File: config.mk
export PLATFORM = sky130hd
export DESIGN_NAME = dpram_sync_init
export DESIGN_NICKNAME = d
export VERILOG_FILES = /design/src/rtl/dpram_pkg.sv /design/src/rtl/dpram_clear_seq.sv /design/src/rtl/dpram_sync_init.sv
export SDC_FILE = /design/constraint.sdc
export NUM_CORES = 2
export LEC_CHECK = 0
export CAP_MARGIN = 20
export CORE_MARGIN = 2
export CORE_UTILIZATION = 40
export DETAILED_ROUTE_END_ITERATION = 16
export PLACE_DENSITY = 0.56
export SYNTH_ARGS = -nofsm -noshare
export SYNTH_HDL_FRONTEND = slang
export SYNTH_SLANG_ARGS = --single-unit
File: constraint.sdc
create_clock -name clk -period 4.6 [get_ports clk]
set_input_delay 0.92 -clock clk [delete_from_list [all_inputs] [get_ports clk]]
set_output_delay 0.92 -clock clk [all_outputs]
set_load 0.03 [all_outputs]
File: src/rtl/dpram_pkg.sv
// rtl/dpram_pkg.sv - shared state encoding and read-mode constants for the dual-port RAM
package dpram_pkg;

    typedef enum logic {
        ST_CLEAR = 1'b0,
        ST_READY = 1'b1
    } state_t;

    localparam int READ_FIRST  = 0;
    localparam int WRITE_FIRST = 1;

endpackage

File: src/rtl/dpram_clear_seq.sv
// rtl/dpram_clear_seq.sv - post-reset clear sweep counter and CLEAR/READY state machine
// Ports:
//   clk, rst    clock, synchronous active-high reset
//   busy        high while the sweep is running (state CLEAR)
//   clear_we    write strobe for the sweep
//   clear_addr  location the sweep writes this cycle
module dpram_clear_seq
    import dpram_pkg::*;
#(
    parameter int ADDR_WIDTH = 7,
    parameter int DEPTH      = 128
) (
    input  logic                  clk,
    input  logic                  rst,
    output logic                  busy,
    output logic                  clear_we,
    output logic [ADDR_WIDTH-1:0] clear_addr
);

    localparam logic [ADDR_WIDTH-1:0] LAST_ADDR = ADDR_WIDTH'(DEPTH - 1);

    state_t                  state;
    state_t                  state_nx;
    logic [ADDR_WIDTH-1:0]   cnt;
    logic [ADDR_WIDTH-1:0]   cnt_nx;

    always_ff @(posedge clk) begin
        if (rst) begin
            state <= ST_CLEAR;
            cnt   <= '0;
        end else begin
            state <= state_nx;
            cnt   <= cnt_nx;
        end
    end

    always_comb begin
        state_nx = state;
        cnt_nx   = cnt;
        busy     = 1'b0;
        clear_we = 1'b0;
        case (state)
            ST_CLEAR: begin
                busy     = 1'b1;
                clear_we = 1'b1;
                if (cnt == LAST_ADDR) begin
                    state_nx = ST_READY;
                    cnt_nx   = '0;
                end else begin
                    cnt_nx = cnt + 1'b1;
                end
            end
            default: ;
        endcase
    end

    assign clear_addr = cnt;

endmodule

File: src/rtl/dpram_sync_init.sv
// rtl/dpram_sync_init.sv - true dual-port RAM with registered reads, bypass modes and self-clear
// Ports:
//   clk, rst                 clock, synchronous active-high reset
//   din_x, addr_x            write data and shared read/write address, port A / B
//   we_x, re_x               write / read enable, port A / B
//   dout_x, valid_x          registered read data and its one-cycle strobe
//   busy                     reset or clear sweep in progress, requests ignored
//   collision                both ports wrote the same address last cycle
module dpram_sync_init
    import dpram_pkg::*;
#(
    parameter int                WIDTH      = 16,
    parameter int                ADDR_WIDTH = 7,
    parameter int                DEPTH      = 128,
    parameter int                READ_MODE  = READ_FIRST,
    parameter logic [WIDTH-1:0]  INIT_VALUE = '0
) (
    input  logic                  clk,
    input  logic                  rst,
    input  logic [WIDTH-1:0]      din_a,
    input  logic [WIDTH-1:0]      din_b,
    input  logic [ADDR_WIDTH-1:0] addr_a,
    input  logic [ADDR_WIDTH-1:0] addr_b,
    input  logic                  we_a,
    input  logic                  we_b,
    input  logic                  re_a,
    input  logic                  re_b,
    output logic [WIDTH-1:0]      dout_a,
    output logic [WIDTH-1:0]      dout_b,
    output logic                  valid_a,
    output logic                  valid_b,
    output logic                  busy,
    output logic                  collision
);

    logic [WIDTH-1:0]      mem [DEPTH];
    logic                  clear_we;
    logic [ADDR_WIDTH-1:0] clear_addr;
    logic                  accept;
    logic                  in_a;
    logic                  in_b;
    logic                  wr_a;
    logic                  wr_b;
    logic                  same_addr;
    logic [WIDTH-1:0]      rd_a;
    logic [WIDTH-1:0]      rd_b;

    dpram_clear_seq #(
        .ADDR_WIDTH (ADDR_WIDTH),
        .DEPTH      (DEPTH)
    ) u_clear_seq (
        .clk        (clk),
        .rst        (rst),
        .busy       (busy),
        .clear_we   (clear_we),
        .clear_addr (clear_addr)
    );

    // A cycle with rst high is also ignored, even if the FSM still shows READY.
    assign accept    = !busy && !rst;
    assign in_a      = 32'(addr_a) < DEPTH;
    assign in_b      = 32'(addr_b) < DEPTH;
    assign same_addr = (addr_a == addr_b);
    assign wr_a      = accept && we_a && in_a;
    // Port B loses a same-address write collision, so its write is simply suppressed.
    assign wr_b      = accept && we_b && in_b && !(wr_a && same_addr);

    always_ff @(posedge clk) begin
        if (clear_we) begin
            mem[clear_addr] <= INIT_VALUE;
        end else begin
            if (wr_a) mem[addr_a] <= din_a;
            if (wr_b) mem[addr_b] <= din_b;
        end
    end

    // Write-first bypass: port A's data takes priority, matching what gets stored.
    always_comb begin
        rd_a = '0;
        if (in_a) begin
            rd_a = mem[addr_a];
            if (READ_MODE == WRITE_FIRST) begin
                if (wr_b && same_addr) rd_a = din_b;
                if (wr_a)              rd_a = din_a;
            end
        end
    end

    always_comb begin
        rd_b = '0;
        if (in_b) begin
            rd_b = mem[addr_b];
            if (READ_MODE == WRITE_FIRST) begin
                if (wr_b)              rd_b = din_b;
                if (wr_a && same_addr) rd_b = din_a;
            end
        end
    end

    always_ff @(posedge clk) begin
        if (rst) begin
            dout_a    <= '0;
            dout_b    <= '0;
            valid_a   <= 1'b0;
            valid_b   <= 1'b0;
            collision <= 1'b0;
        end else begin
            valid_a   <= accept && re_a;
            valid_b   <= accept && re_b;
            collision <= wr_a && accept && we_b && in_b && same_addr;
            if (accept && re_a) dout_a <= rd_a;
            if (accept && re_b) dout_b <= rd_b;
        end
    end

endmodule

# Word level (Yosys, flattened, before mapping)
# Memory sizes are Yosys's and may differ from the RTL's. A register that Yosys moved wholly into a read port is not among the register bits.
# Cells that the tools add are included.
dict set report totals {
  mem_bits_rw 2048
  reg_bits 11
  output_inout_bits 36
  mem_count 1
  input_bits 52
}
# memory depth width read_ports rd_ports_with_merged_regs wr line
set memory_table {}
lappend memory_table {mem 128 16 2 2 2 dpram_sync_init.sv:36} ;# logic [WIDTH-1:0] mem [DEPTH];
dict set report op_classes {
  mux 13
  reduce_logical 13
  add_sub_neg 1
  eq_ne 2
}
# cell count
set ops {}
lappend ops {{$mux 16} 1}
lappend ops {{$reduce_or 16->1} 1}
lappend ops {{$mux 7} 2}
lappend ops {{$logic_and 1x1->1} 10}
lappend ops {{$mux 1} 10}
lappend ops {{$add 7x1->7 const B} 1}
lappend ops {{$eq 7x7->1} 1}
lappend ops {{$eq 7x7->1 const B} 1}
lappend ops {{$logic_not 1->1} 2}

# Logic depth before layout (Yosys ltp)
dict set report depth {
  word_depth 9
  mapped_depth 12
}

# Hierarchy
# A second synthesis with hierarchy kept.
dict set report hier_totals {
  cells_unflattened 10841
  area_unflattened_um2 120237.8
}
# module cells_each area_each_um2 n_inst
set by_module_without_submodules {}
lappend by_module_without_submodules {dpram_sync_init 10801 119860.0 1}
lappend by_module_without_submodules {dpram_clear_seq 40 377.9 1}

# Least setup slack after synthesis
# Ideal clock, no wire load.
dict set report synth_timing {
  kind {in2reg}
  startpoint {in addr_a[0]}
  endpoint {mem mem[39][0], enable pin}
  setup_slack_ns 0.702
  t_required_ns 4.205
  arrival_time_ns 3.503
  n_path_buf 6
  stages 11
  path_cell_list {buf_6 buf_6 buf_6 buf_2 buf_4 nand3_1 o21ai_0 nand2b_1 nand2b_1 buf_2 o22ai_1}
}
# element line
set synth_lines {}
lappend synth_lines {{from (decl)} dpram_sync_init.sv:22} ;# input logic [ADDR_WIDTH-1:0] addr_a,
lappend synth_lines {{to (decl)} dpram_sync_init.sv:36}

==> PnR_summary.wiki <==
{| class="wikitable"
! Metric !! Value
|-
| Post-detailed-placement cell area || 133200 sq um
|-
| Met3 usage || 13.19%
|-
| Yosys synthesis warning count || 0
|-
| CTS-repair resized insts || 0
|-
| Cell row count || 201
|-
| Status || finished clean
|-
| Total via count after detailed routing || 105600
|-
| Kind of capture point of the worst setup path || register
|-
| Number of buffers inserted during clock tree synthesis || 240
|-
| Final Instance Area || 141200 sq um
|-
| CP max FO || 38
|-
| Pin count of the biggest net entering global routing || 129
|-
| Final Slew Violations || 0
|-
| GR Util met2 || 59.76%
|-
| Final setup viols || 0
|-
| Comb power frac || 9.8%
|-
| Antenna-violating nets left || 0
|-
| Fraction of layout cells with a size suffix above 1 || 23.56%
|-
| Syn Nets || 10980
|-
| Clock power frac || 44.3%
|-
| Half-perimeter wire length after detailed placement || 448.7 mm
|-
| Asr flop ratio synth || 0%
|-
| Worst reg-to-reg path cell count || 6
|-
| Hold crit path type || input pin to register
|-
| Net switching component of the power || 11.83 mW
|-
| Part of the Yosys area used for sequential elements || 51.95%
|-
| Slew margin rel. || 3.982%
|-
| Launch instance of the worst min-delay path || din_b[6]
|-
| Source-to-sink clock delay at the later pin of the worst-skew pair || 0.97 ns
|-
| GRT Residual Overflow || 0
|-
| Count of unresolved DRC violations after routing || 0
|-
| EDFF count, synth || 2048
|-
| Switch share || 26.32%
|-
| Max-cap violation count || 0
|-
| Per-cell via count in the routed design || 6.964
|-
| Setup Fix Bufs, Post-CTS || 0
|-
| Syn Std Cell Area || 120000 sq um
|-
| Post-detailed-routing wire length || 653.3 mm
|-
| Placer Congestion || 1.071
|-
| Number of H-tree branching levels || 4
|-
| Transition time at the pin with the least slew margin || 1.440 ns
|-
| Clock tree from TritonCTS || built
|-
| Global-route layer with the greatest usage || met2
|-
| Power Internal || 33.13 mW
|-
| Antenna violations before repair || 76
|-
| Floorplan die height || 551.8 um
|-
| Clock slew at reported path FFs || 0.07 ns
|-
| Setup Skew || 0.07285 ns
|-
| Category of the critical setup timing path || input pin to register
|-
| Global routing met1 resource utilization || 54.22%
|-
| Total count of hold-check failures in the final report || 0
|-
| Setup repair after global routing missed its margin || false
|-
| R2R Path End || mem[30][6]
|-
| Final critical path time including I/O delays and setup || 4.158 ns
|-
| WP data required || 5.49 ns
|-
| Max rail drop VDD || 0.0003627 V
|-
| Max clock buf depth || 4
|-
| Startpoint class of the critical path || input pin
|-
| Count of nets after finishing || 11010
|-
| Post-synthesis instance total || 10930
|-
| Vias in the first global route || 95480
|-
| R2R Setup Slk || 0.67 ns
|-
| Total chip power || 44.96 mW
|-
| Total power per unit cell area || 318.3 nW/um^2
|-
| DR iter-0 viols || 19930
|-
| Overall track demand over capacity in global routing || 42.17%
|-
| Capture endpoint of the worst hold path || mem[104][6]
|-
| Die W || 551.8 um
|-
| # clock sinks || 2091
|-
| Wire length of the first global-routing pass || 869.4 mm
|-
| Std-Cell Core Area || 299300 sq um
|-
| Post-synthesis area per instance || 10.99 sq um
|-
| Power share of the sequential group || 46.0%
|-
| Number of iterations in the first detailed-routing pass || 7
|-
| Area delta synth->final || 17.66%
|-
| DR WL/cell || 43.07 um
|-
| Top flip-flop cell by instance count after synthesis || sky130_fd_sc_hd__edfxtp_1
|-
| Number of synthesized register bits || 2091
|-
| I/O Pins || 88
|-
| Hold_buf cts || 0
|-
| Cell chosen for the clock root || sky130_fd_sc_hd__clkbuf_16
|-
| Tcrit/Tclk final || 90.38%
|-
| Number of distinct library cells after synthesis || 83
|-
| Reg-to-reg critical path startpoint || u_clear_seq.state
|-
| Area of the die || 304500 sq um
|-
| Count of port buffers added during placement || 87
|-
| Maximum frequency from static timing analysis || 0.2405 GHz
|-
| Data arrival time of the critical path || 5.05 ns
|-
| Starting density of the core || 40.11%
|-
| Leakage power || 49.17 nW
|-
| Number of cells on the worst hold path || 3
|}
==> cell type report <==
cell class,count,area (sq um)
antenna,49,122.6
tap,3958,4952
inverter,13,67.56
multi-input combinational,7453,53290
fill,26890,158000
sequential,2091,62360
clock inverter,153,1587
timing repair buffer,1156,12560
clock buffer,295,6305
==> layer usage <==
layer  wire length (um)  vias to the layer above  part of all wire, %
met2             269900                     9439                   41
met1             229100                    52690                   35
met5                238                        -                0.036
li1                   -                    41520                    -
met4              58860                       32                  9.0
met3              95210                     1949                   15
==> flip-flops by register name, summed over array words and instances, names as in the netlist <==
name and flops:
dout_b 16, valid_a 1, u_clear_seq.clear_addr 7, collision 1
valid_b 1, dout_a 16, u_clear_seq.state 1, mem 2048
==> cell families after synthesis <==
logic type	synth area share [%]
fa+ha+maj	0.01042
flops	51.95
simple gates	9.892
compound gates	16.16
buf+inv	4.876
xor+xnor	0.08026
mux	17.04
==> metrics by stage <==
stage	setup TNS [ns]	worst slack, ns	instances	util (%)	hold WS (ns)
floorplan	0	0.7016	10930	-	0.5084
global placement	-4.397	-0.2011	14650	44.44	0.5991
detailed placement	-1.268	-0.07746	14670	44.51	0.5971
CTS	0	0.8745	15120	47.15	0.4484
global route	0	0.6225	15130	47.16	0.5074
finish	0	0.4425	15170	47.20	0.5151
==> cell usage in the layout (no fill, tap or decap), types with 26 or more instances in the layout <==
cell and instances:
sky130_fd_sc_hd__a221oi_1 171, sky130_fd_sc_hd__dfxtp_1 43, sky130_fd_sc_hd__o221ai_1 42, sky130_fd_sc_hd__clkinv_1 50, sky130_fd_sc_hd__edfxtp_1 2048, sky130_fd_sc_hd__o21ai_0 2162
sky130_fd_sc_hd__o211ai_1 26, sky130_fd_sc_hd__nand2_1 2358, sky130_fd_sc_hd__bufinv_16 26, sky130_fd_sc_hd__nor2_2 128, sky130_fd_sc_hd__clkinv_2 51, sky130_fd_sc_hd__buf_12 285
sky130_fd_sc_hd__mux2i_1 330, sky130_fd_sc_hd__nor3_1 33, sky130_fd_sc_hd__o22ai_1 97, sky130_fd_sc_hd__o2bb2ai_1 39, sky130_fd_sc_hd__and3_1 39, sky130_fd_sc_hd__mux2_2 167
sky130_fd_sc_hd__diode_2 49, sky130_fd_sc_hd__a22o_1 27, sky130_fd_sc_hd__nand2b_1 32, sky130_fd_sc_hd__mux4_2 678, sky130_fd_sc_hd__buf_4 778, sky130_fd_sc_hd__clkbuf_1 48
sky130_fd_sc_hd__a211oi_1 48, sky130_fd_sc_hd__clkdlybuf4s50_1 58, sky130_fd_sc_hd__a22oi_1 144, sky130_fd_sc_hd__nand3_1 65, sky130_fd_sc_hd__nor2_1 108, sky130_fd_sc_hd__clkbuf_16 242
sky130_fd_sc_hd__a221o_1 44, sky130_fd_sc_hd__a21oi_1 186, sky130_fd_sc_hd__o22ai_2 128, sky130_fd_sc_hd__a31oi_1 56
==> cell usage after synthesis (17+ instances only) <==
cell type	instances	area share, %
sky130_fd_sc_hd__nand2_1	2374	7.4
sky130_fd_sc_hd__a211oi_1	48	0.30
sky130_fd_sc_hd__buf_6	17	0.16
sky130_fd_sc_hd__o211ai_1	26	0.16
sky130_fd_sc_hd__buf_1	196	0.61
sky130_fd_sc_hd__nand4_1	18	0.094
sky130_fd_sc_hd__mux4_2	678	13
sky130_fd_sc_hd__o22ai_1	225	1.2
sky130_fd_sc_hd__mux2i_1	330	2.8
sky130_fd_sc_hd__a22oi_1	144	0.90
sky130_fd_sc_hd__nor2_1	239	0.75
sky130_fd_sc_hd__edfxtp_1	2048	51
sky130_fd_sc_hd__nand2b_1	39	0.20
sky130_fd_sc_hd__mux2_2	167	1.6
sky130_fd_sc_hd__nor2b_1	23	0.12
sky130_fd_sc_hd__o21ai_0	2163	9.0
sky130_fd_sc_hd__a31oi_1	56	0.29
sky130_fd_sc_hd__nor4_1	18	0.094
sky130_fd_sc_hd__a22o_1	27	0.20
sky130_fd_sc_hd__o221ai_1	42	0.31
sky130_fd_sc_hd__a221o_1	44	0.37
sky130_fd_sc_hd__a21oi_1	187	0.78
sky130_fd_sc_hd__and3_1	40	0.21
sky130_fd_sc_hd__dfxtp_1	43	0.72
sky130_fd_sc_hd__buf_2	219	0.91
sky130_fd_sc_hd__clkbuf_1	868	2.7
sky130_fd_sc_hd__nor3_1	34	0.14
sky130_fd_sc_hd__a211o_1	18	0.13
sky130_fd_sc_hd__nand3_1	66	0.28
sky130_fd_sc_hd__a221oi_1	171	1.2
sky130_fd_sc_hd__o2bb2ai_1	39	0.28
sky130_fd_sc_hd__a311oi_1	22	0.16
sky130_fd_sc_hd__buf_4	69	0.43
==> how the worst max path moves through the flow <==
stage	from	endpoint	slack, ns	cells after the start
2_1_floorplan	addr_a[0]	mem[39][0]	0.70	11
3_3_place_gp	we_a	mem[126][3]	-0.20	7
3_5_place_dp	we_a	mem[30][14]	-0.08	7
4_1_cts	u_clear_seq.state	mem[30][1]	0.87	6
5_1_grt	u_clear_seq.state	mem[30][6]	0.62	6
6_report	addr_b[1]	dout_b[13]	0.44	11
==> power groups by stage <==
stage,sequential [mW],clock (mW),combinational [mW]
floorplan,21.1,0,1.89
global placement,21.1,0,4.11
detailed placement,21.1,0,4.13
CTS,20.7,19.9,4.14
global route,20.7,20.6,4.27
finish,20.7,19.9,4.39
==> worst max-delay path: stages <==
cell,delay [ns]
sky130_fd_sc_hd__buf_8,0.41
sky130_fd_sc_hd__buf_12,0.29
sky130_fd_sc_hd__and2_4,0.41
sky130_fd_sc_hd__buf_12,0.26
sky130_fd_sc_hd__o2bb2ai_1,0.15
sky130_fd_sc_hd__o21ai_0,0.36
sky130_fd_sc_hd__a211oi_1,1.10
sky130_fd_sc_hd__buf_4,0.25
sky130_fd_sc_hd__a21oi_1,0.05
sky130_fd_sc_hd__buf_4,0.26
sky130_fd_sc_hd__a41oi_1,0.23
Power figures use the tool's default switching activity.
